`src/rtl/add_round_key.sv`:
```
// AES-128 AddRoundKey stage with an on-the-fly key schedule: one 128-bit round
// key is held and the next one is derived in EXP_CYCLES cycles after each use.
module add_round_key #(
  parameter int NR         = 10,
  parameter int EXP_CYCLES = 4
) (
  input  logic                  clk,
  input  logic                  reset,
  input  logic                  load_key,
  input  logic [127:0]          cipher_key,
  input  logic                  enable,
  input  logic [3:0][3:0][7:0]  state_in_array,
  output logic [3:0][3:0][7:0]  state_output,
  output logic                  done,
  output logic                  key_ready,
  output logic [3:0]            round_out
);

  typedef enum logic [1:0] {
    IDLE     = 2'd0,
    READY    = 2'd1,
    EXPAND   = 2'd2,
    FINISHED = 2'd3
  } fsm_t;

  localparam logic [3:0] LAST_ROUND = 4'(NR);
  localparam logic [1:0] LAST_WORD  = 2'(EXP_CYCLES - 1);

  fsm_t                 state;
  fsm_t                 state_next;
  logic [127:0]         key;
  logic [3:0]           round;
  logic [7:0]           rcon;
  logic [1:0]           k;
  logic                 accept;
  logic [7:0]           sbox_in;
  logic [7:0]           sub_byte;
  logic [31:0]          w0_next;
  logic [31:0]          w1_next;
  logic [31:0]          w2_next;
  logic [31:0]          w3_next;
  logic [127:0]         key_expanded;
  logic [3:0][3:0][7:0] xor_result;

  function automatic logic [7:0] xtime(input logic [7:0] a);
    return {a[6:0], 1'b0} ^ (a[7] ? 8'h1b : 8'h00);
  endfunction

  function automatic logic [7:0] gf_mul(input logic [7:0] a, input logic [7:0] b);
    logic [7:0] p;
    logic [7:0] t;
    p = 8'h00;
    t = a;
    for (int i = 0; i < 8; i++) begin
      p = p ^ (b[i] ? t : 8'h00);
      t = xtime(t);
    end
    return p;
  endfunction

  // S-box: multiplicative inverse as a^254 (0 maps to 0), then the affine transform.
  function automatic logic [7:0] sbox(input logic [7:0] a);
    logic [7:0] sq;
    logic [7:0] inv;
    sq  = a;
    inv = 8'h01;
    for (int i = 1; i < 8; i++) begin
      sq  = gf_mul(sq, sq);
      inv = gf_mul(inv, sq);
    end
    return inv ^ {inv[6:0], inv[7]} ^ {inv[5:0], inv[7:6]} ^
           {inv[4:0], inv[7:5]} ^ {inv[3:0], inv[7:4]} ^ 8'h63;
  endfunction

  assign accept = (state == READY) && enable && !load_key;

  // Single shared S-box: edge k substitutes byte k of RotWord(w3) into byte k of w0.
  // w3 stays untouched until the last edge, so RotWord(w3) is stable across the sweep,
  // and w1..w3 are chained off the finished w0 on that last edge.
  always_comb begin
    case (k)
      2'd0:    sbox_in = key[23:16];
      2'd1:    sbox_in = key[15:8];
      2'd2:    sbox_in = key[7:0];
      2'd3:    sbox_in = key[31:24];
      default: sbox_in = 8'h00;
    endcase
    sub_byte = sbox(sbox_in);
    w0_next  = key[127:96];
    case (k)
      2'd0:    w0_next[31:24] = key[127:120] ^ sub_byte ^ rcon;
      2'd1:    w0_next[23:16] = key[119:112] ^ sub_byte;
      2'd2:    w0_next[15:8]  = key[111:104] ^ sub_byte;
      2'd3:    w0_next[7:0]   = key[103:96]  ^ sub_byte;
      default: w0_next        = key[127:96];
    endcase
    w1_next = key[95:64] ^ w0_next;
    w2_next = key[63:32] ^ w1_next;
    w3_next = key[31:0]  ^ w2_next;
    if (k == LAST_WORD) begin
      key_expanded = {w0_next, w1_next, w2_next, w3_next};
    end else begin
      key_expanded = {w0_next, key[95:0]};
    end
  end

  // state[r][c] pairs with key byte 4c+r (byte 0 in the MSBs)
  always_comb begin
    xor_result = '0;
    for (int r = 0; r < 4; r++) begin
      for (int c = 0; c < 4; c++) begin
        xor_result[r][c] = state_in_array[r][c] ^ key[127 - 8*(4*c + r) -: 8];
      end
    end
  end

  // Next-state logic; load_key takes priority from any state.
  always_comb begin
    state_next = state;
    if (load_key) begin
      state_next = READY;
    end else begin
      case (state)
        IDLE:     state_next = IDLE;
        READY:    begin
          if (enable) begin
            state_next = (round == LAST_ROUND) ? FINISHED : EXPAND;
          end else begin
            state_next = READY;
          end
        end
        EXPAND:   state_next = (k == LAST_WORD) ? READY : EXPAND;
        FINISHED: state_next = FINISHED;
        default:  state_next = IDLE;
      endcase
    end
  end

  // FSM state register
  always_ff @(posedge clk) begin
    if (reset) begin
      state <= IDLE;
    end else begin
      state <= state_next;
    end
  end

  // Key schedule registers and registered outputs
  always_ff @(posedge clk) begin
    if (reset) begin
      key          <= 128'h0;
      round        <= 4'd0;
      rcon         <= 8'h01;
      k            <= 2'd0;
      state_output <= '0;
      done         <= 1'b0;
      key_ready    <= 1'b0;
      round_out    <= 4'd0;
    end else begin
      done      <= accept;
      key_ready <= (state_next == READY);
      if (load_key) begin
        key   <= cipher_key;
        round <= 4'd0;
        rcon  <= 8'h01;
        k     <= 2'd0;
      end else if (accept) begin
        state_output <= xor_result;
        round_out    <= round;
        k            <= 2'd0;
      end else if (state == EXPAND) begin
        key <= key_expanded;
        k   <= k + 2'd1;
        if (k == LAST_WORD) begin
          round <= round + 4'd1;
          rcon  <= xtime(rcon);
        end else begin
          round <= round;
        end
      end else begin
        k <= k;
      end
    end
  end

endmodule

```
`config.mk`:
```
export PLATFORM = sky130hd
export DESIGN_NAME = add_round_key
export DESIGN_NICKNAME = d
export VERILOG_FILES = /design/src/rtl/add_round_key.sv
export SDC_FILE = /design/constraint.sdc
export NUM_CORES = 1
export LEC_CHECK = 0
export ABC_AREA = 1
export BUFFER_PORTS_ARGS = -buffer_cell sky130_fd_sc_hd__clkbuf_2
export CORE_AREA = 2 2 357 359
export CTS_CLUSTER_DIAMETER = 100
export DETAILED_ROUTE_END_ITERATION = 10
export DIE_AREA = 0 0 359 361
export GPL_ROUTABILITY_DRIVEN = 1
export PLACE_DENSITY_LB_ADDON = 0.3
export REMOVE_ABC_BUFFERS = 1
export SETUP_SLACK_MARGIN = 0.3
export SLEW_MARGIN = 15
export SYNTH_ARGS = -nofsm -noshare
export SYNTH_HDL_FRONTEND = slang
export SYNTH_SLANG_ARGS = --single-unit
```
`constraint.sdc`:
```
create_clock -name clk -period 16.07 [get_ports clk]
set_input_delay 2.4105 -clock clk [delete_from_list [all_inputs] [get_ports clk]]
set_output_delay 2.4105 -clock clk [all_outputs]
set_load 0.1 [all_outputs]
```
==> results of run 1 <==
==> through the flow <==
step | instance area [um^2] | setup WS (ns) | hold slack (ns) | setup TNS [ns]
final | 44790 | 1.296 | 0.4870 | 0
after global routing | 44790 | 0.1864 | 0.5191 | 0
after CTS | 43120 | 0.3043 | 0.4912 | 0
after detailed placement | 41970 | -0.4975 | 0.4740 | -31.32
after global placement | 41970 | -0.5935 | 0.4621 | -36.40
after floorplan | 36850 | 0.1566 | 0.4444 | 0
==> cells in the final DEF (no fill, tap or decap), drive strengths merged, types with 51 or more instances in the layout <==
master | synthesis | routed
inv | 715 | 714
dfxtp | 278 | 278
buf | 117 | 216
a21oi | 180 | 180
nand3 | 1199 | 1199
o21ai | 193 | 193
nor2 | 373 | 373
clkbuf | 110 | 426
a31oi | 106 | 106
ha | 68 | 68
nand4 | 51 | 51
xnor2 | 210 | 210
xor2 | 99 | 99
nand2 | 2990 | 2990
==> path summary, 6_finish.rpt <==
path | to | slack [ns] | cells after the start
max | key[11]$_SDFFE_PP0P_ | 1.30 | 105
min | rcon[6]$_SDFFE_PP0P_ | 0.49 | 2
max reg2reg | key[11]$_SDFFE_PP0P_ | 1.30 | 105
min reg2reg | rcon[6]$_SDFFE_PP0P_ | 0.49 | 2
==> synth_stat cells, drive strengths merged (49+ instances only) <==
cell type and n:
nand3b 49, a21oi 180, a31oi 106, nand2 2990, dfxtp 278, nor2 373, inv 715, nand4 51
xnor2 210, o21ai 193, ha 68, clkbuf 110, nand3 1199, xor2 99, buf 117
==> metal layers <==
metal | vias up | track usage [%] | part of all wire, % | wire length [um]
li1 | 22531 | - | - | -
met1 | 20230 | 27.09 | 44 | 62450
met2 | 1209 | 36.60 | 49 | 69000
met3 | 185 | 1.818 | 5.3 | 7546
met4 | 4 | 4.641 | 2.2 | 3155
met5 | - | 0 | 0.020 | 29
==> cells by family (layout without fill, tap and decap cells) <==
group,Yosys count,count (layout),synth area share (%)
adders and majority gates,68,68,2.202
xor gates and xnor gates,309,309,7.702
other,0,19,0
DFF,278,278,14.40
buffers and inverters,963,1391,11.94
AOI/OAI and AO/OA,498,498,7.000
and+or+nand+nor,4686,4686,56.76
==> registers in the layout (all words and copies together) (netlist names) <==
signal and count:
rcon 8, k 2, key 128, key_ready 1
round 4, round_out 4, state_output 128, state 2
done 1
==> layout make-up <==
class                      instances  area (um^2)  share of cell area, %
inverter                         736         2856                  6.377
sequential                       278         5568                  12.43
multi-input combinational       5561        29620                  66.14
clock buffer                      35        735.7                  1.642
timing repair buffer             607         3710                  8.282
clock inverter                    13        187.7                 0.4190
antenna                           19        47.55                 0.1061
tap                             1650         2064                  4.609
==> critical path, delay by kind of cell, from the launching register on <==
kind / cells / cell delay, ns
simple gates: 56 / 5.69
buf+inv: 24 / 2.68
flops: 1 / 0.36
fa+ha+maj: 9 / 2.52
compound gates: 1 / 0.18
xor+xnor: 15 / 3.23
==> repair_timing <==
action | CTS | global route
endpoints found under the setup margin | 128 | 128
setup buffers | 4 | 76
hold buffers | 0 | 0
pin swaps | 7 | 74
resized for setup | 42 | 221
hold endpoints to repair | 0 | 0
==> reports/qor.yml, run 1 <==
synth-edff-count: 0
first_pass_iters: 6
drc: 0
final_util_pct: 35.72
hold_class: "reg2reg"
insertion_delay_ns: 0.59
max_freq_mhz: 67.68
fin_nets: 7539
htreeDepth: 1
clk_pin_slew_ns: 0.07
cts-root-buf: "clkbuf_16"
synth.top_cell.area_share_pct: 25.13
synth-seq-cells: 278
critPathMaxFanout: 12
critPathRequiredTime_ns: 16.58
io-pin-count: 394
status: "finished clean"
placedCellCount: 8752
synth-warning-count: 0
wire_per_inst_um: 15.98
cp-start-kind: "flip-flop"
synthArstFlopShare_pct: 0
place_congestion: 0.9155
synth_flop_cell: "dfxtp_1"
gr-total-overflow: 0
coreArea_mm2: 0.1254
netlist.top_cell.by_area: "nand2_1"
worstMarginPinSlew_ns: 1.178
ys_seq_area_share_pct: 14.40
die_h_um: 361
slowest_delay_ns: 0.36
skew_ns: 0.02870
cts_tree: "built"
routed-via-count: 44159
crit_start: "k[0]$_SDFFE_PP0P_"
area_delta_synth_final_pct: 15.91
endpoint_kind: "flip-flop"
crit_slowest_cell: "dfxtp_2"
drive_gt1_share_pct: 22.12
dr.first_iter.drc_count: 3566
grtUsageTotal_pct: 20.68
synth.area.top_cells: "nand2_1 25%, dfxtp_1 14%, nand3_1 14%"
antenna_found_initial: 21
rsz0062_at_grt: "no"
hp-start: "rcon[5]$_SDFFE_PP0P_"
critPathMostFrequentCell: "nand2_1"
grt_pass1_vias: 39679
avgViaCountPerCell: 4.962
syn_inst: 6802
grt_pass1_wl_um: 219400
min_period_over_period_pct: 91.94
wl_um: 142200
initial_utilization_pct: 30.82
r2r-start: "k[0]$_SDFFE_PP0P_"
port_buffers: 393
dp_hpwl_um: 111900
clock_path_buffers: 3
syn_area_per_cell_um2: 5.682
finalMaxSlewViolations: 0
cp.arrival_ns: 15.28
stdcell_count: 8899
grt_max_degree: 120
crit_type: "reg2reg"
relSlewSlack_pct: 21.46
hold_violations: 0
cts.sinks: 278
cts_inserted_buffers: 27
ant_nets: 0
fillers: 13834
netlist_area_mm2: 0.03865
ys_types: 55
fp-row-count: 130
min_period_ns: 14.77
setup_viol: 0
dieArea_mm2: 0.1296
die_w_um: 359
cap_viol_max_count: 0
Power of run 1 is left out: the tool's default activity adds up to more than one toggle a clock period on the data nets, which glitch-free logic cannot reach.
==> run 2: changes to the inputs <==
==> constraint.sdc (replaced) <==
create_clock -name clk -period 17.9 [get_ports clk]
set_input_delay 2.685 -clock clk [delete_from_list [all_inputs] [get_ports clk]]
set_output_delay 2.685 -clock clk [all_outputs]
set_load 0.1 [all_outputs]
==> reports/qor.yml, run 2 (same netlist as run 1, synthesis figures left out) <==
grtUsageTotal_pct: 20.60  # -0.075 points
cp_num_cells: 108  # +2.9%
hold_violations: 0  # unchanged
min_period_over_period_pct: 91.17  # -0.76 points
coreArea_mm2: 0.1254  # unchanged
die_w_um: 359  # unchanged
cp.arrival_ns: 16.84  # +1.56 ns
crit_slowest_cell: "dfxtp_1"
r2r-start: "k[1]$_SDFFE_PP0P_"
clk_pin_slew_ns: 0.07  # about the same
avgViaCountPerCell: 4.980  # +0.35%
r2r-end: "key[25]$_SDFFE_PP0P_"
cts_inserted_buffers: 28  # +3.7%
die_h_um: 361  # unchanged
crit_start: "k[1]$_SDFFE_PP0P_"
met3_length_um: 6943  # -8.0%
clock_path_buffers: 3  # unchanged
drc: 0  # unchanged
min_period_ns: 16.32  # +1.546 ns
rsz0062_at_grt: "no"
cts.sinks: 278  # unchanged
antenna_found_initial: 24  # +14%
critPathMostFrequentCell: "nand2_1"
wire_per_inst_um: 16.00  # +0.14%
grt_pass1_wl_um: 218900  # -0.22%
endpoint_kind: "flip-flop"
cts_tree: "built"
finalMaxSlewViolations: 0  # unchanged
grt_pass1_vias: 39456  # -0.56%
htreeDepth: 1  # unchanged
skew_ns: 0.03684  # +0.008138 ns
final_common_cell: "nand2_1"
wl_um: 141100  # -0.78%
top_layer_used: "met5"
drive_gt1_share_pct: 19.47  # -2.7 points
cts-root-buf: "clkbuf_16"
critPathRequiredTime_ns: 18.42  # +1.84 ns
io-pin-count: 394  # unchanged
worstMarginPinSlew_ns: 1.169  # -0.009257 ns
fp-row-count: 130  # unchanged
cpLargestDelayFamily: "simple AND/OR/NAND/NOR gates"
critPathMaxFanout: 20  # +8
crit_buf_inv: 19  # -21%
port_buffers: 393  # unchanged
cp-start-kind: "flip-flop"
slowest_delay_ns: 0.39  # +0.03 ns
insertion_delay_ns: 0.59  # about the same
gr-total-overflow: 0  # unchanged
dp_hpwl_um: 110700  # -1.0%
layout_common_cells: "2582 x nand2_1, 1088 x nand3_1, 569 x inv_1"
wl_met1_um: 61180  # -2.0%
r2r_slack_ns: 1.58  # +0.28 ns
reg_top3: "key (128), state_output (128), rcon (8)"
cts_hold_buf: 0  # unchanged
hold_class: "reg2reg"
wl_met2_um: 69680  # +0.99%
endpoint: "key[25]$_SDFFE_PP0P_"
setup_viol: 0  # unchanged
fin_nets: 7454  # -1.1%
grt_max_degree: 122  # +1.7%
crit_type: "reg2reg"
initial_utilization_pct: 30.82  # unchanged
relSlewSlack_pct: 22.08  # +0.62 points
area_delta_synth_final_pct: 12.07
worst-r2r-cell-count: 108  # +2.9%
cap_viol_max_count: 0  # unchanged
dr.first_iter.drc_count: 3828  # +7.3%
max_freq_mhz: 61.27  # -9.5%
ant_nets: 0  # unchanged
routed-via-count: 43907  # -0.57%
fin_setup_tns_ns: 0  # unchanged
status: "finished clean"
dieArea_mm2: 0.1296  # unchanged
first_pass_iters: 7  # +1
place_congestion: 0.9336  # +2.0%
## run 2: how the worst min path moves through the flow
stage	startpoint	to	slack, ns	cells after the start
6_report	round[3]$_SDFFE_PP0P_	round[3]$_SDFFE_PP0P_	0.49	1
5_1_grt	round[3]$_SDFFE_PP0P_	round[3]$_SDFFE_PP0P_	0.52	1
4_1_cts	rcon[5]$_SDFFE_PP0P_	rcon[6]$_SDFFE_PP0P_	0.49	2
3_5_place_dp	rcon[5]$_SDFFE_PP0P_	rcon[6]$_SDFFE_PP0P_	0.49	2
3_3_place_gp	rcon[5]$_SDFFE_PP0P_	rcon[6]$_SDFFE_PP0P_	0.48	2
2_1_floorplan	round[3]$_SDFFE_PP0P_	round[3]$_SDFFE_PP0P_	0.44	1
## run 2: area by class of cell
cell class | count | area [um^2]
clock inverter | 12 | 103.9
timing repair buffer | 521 | 2962
clock buffer | 38 | 818.3
antenna | 21 | 52.55
multi-input combinational | 5561 | 28880
fill | 13844 | 82100
inverter | 736 | 2863
sequential | 278 | 5567
tap | 1650 | 2064
## run 2: per-layer routing
layer | track usage, % | vias to the layer above
li1 | - | 22363
met1 | 26.62 | 20152
met2 | 36.76 | 1201
met3 | 1.591 | 189
met4 | 5.345 | 2
met5 | 0 | -
## run 2: through the flow
stage	cell area, um^2	setup WS, ns	hold slack, ns	std cells	utilization, %
final	43310	1.580	0.4928	8817	34.54
after global routing	43310	0.2867	0.5229	8817	34.54
after CTS	42600	0.3895	0.4926	8768	33.97
after detailed placement	41650	0.1676	0.4854	8716	33.21
after global placement	41650	0.2776	0.4785	8716	33.21
after floorplan	36850	1.987	0.4444	6575	-
## run 2: what timing repair did
action                                  in CTS  in global routing
endpoints found under the setup margin      46                128
pin swaps                                    0                 14
endpoints found under the hold margin        0                  0
buffers inserted                             2                 28
resized for setup                            3                 81
## run 2: worst register-to-register path, delay by kind of cell, from the launching register on
kind | cells | cell delay (ns)
simple gates | 64 | 6.99
fa+ha+maj | 12 | 3.88
xor+xnor | 12 | 2.52
buf+inv | 19 | 2.33
flops | 1 | 0.39
compound gates | 1 | 0.16
Power of run 2 is left out for the same reason.
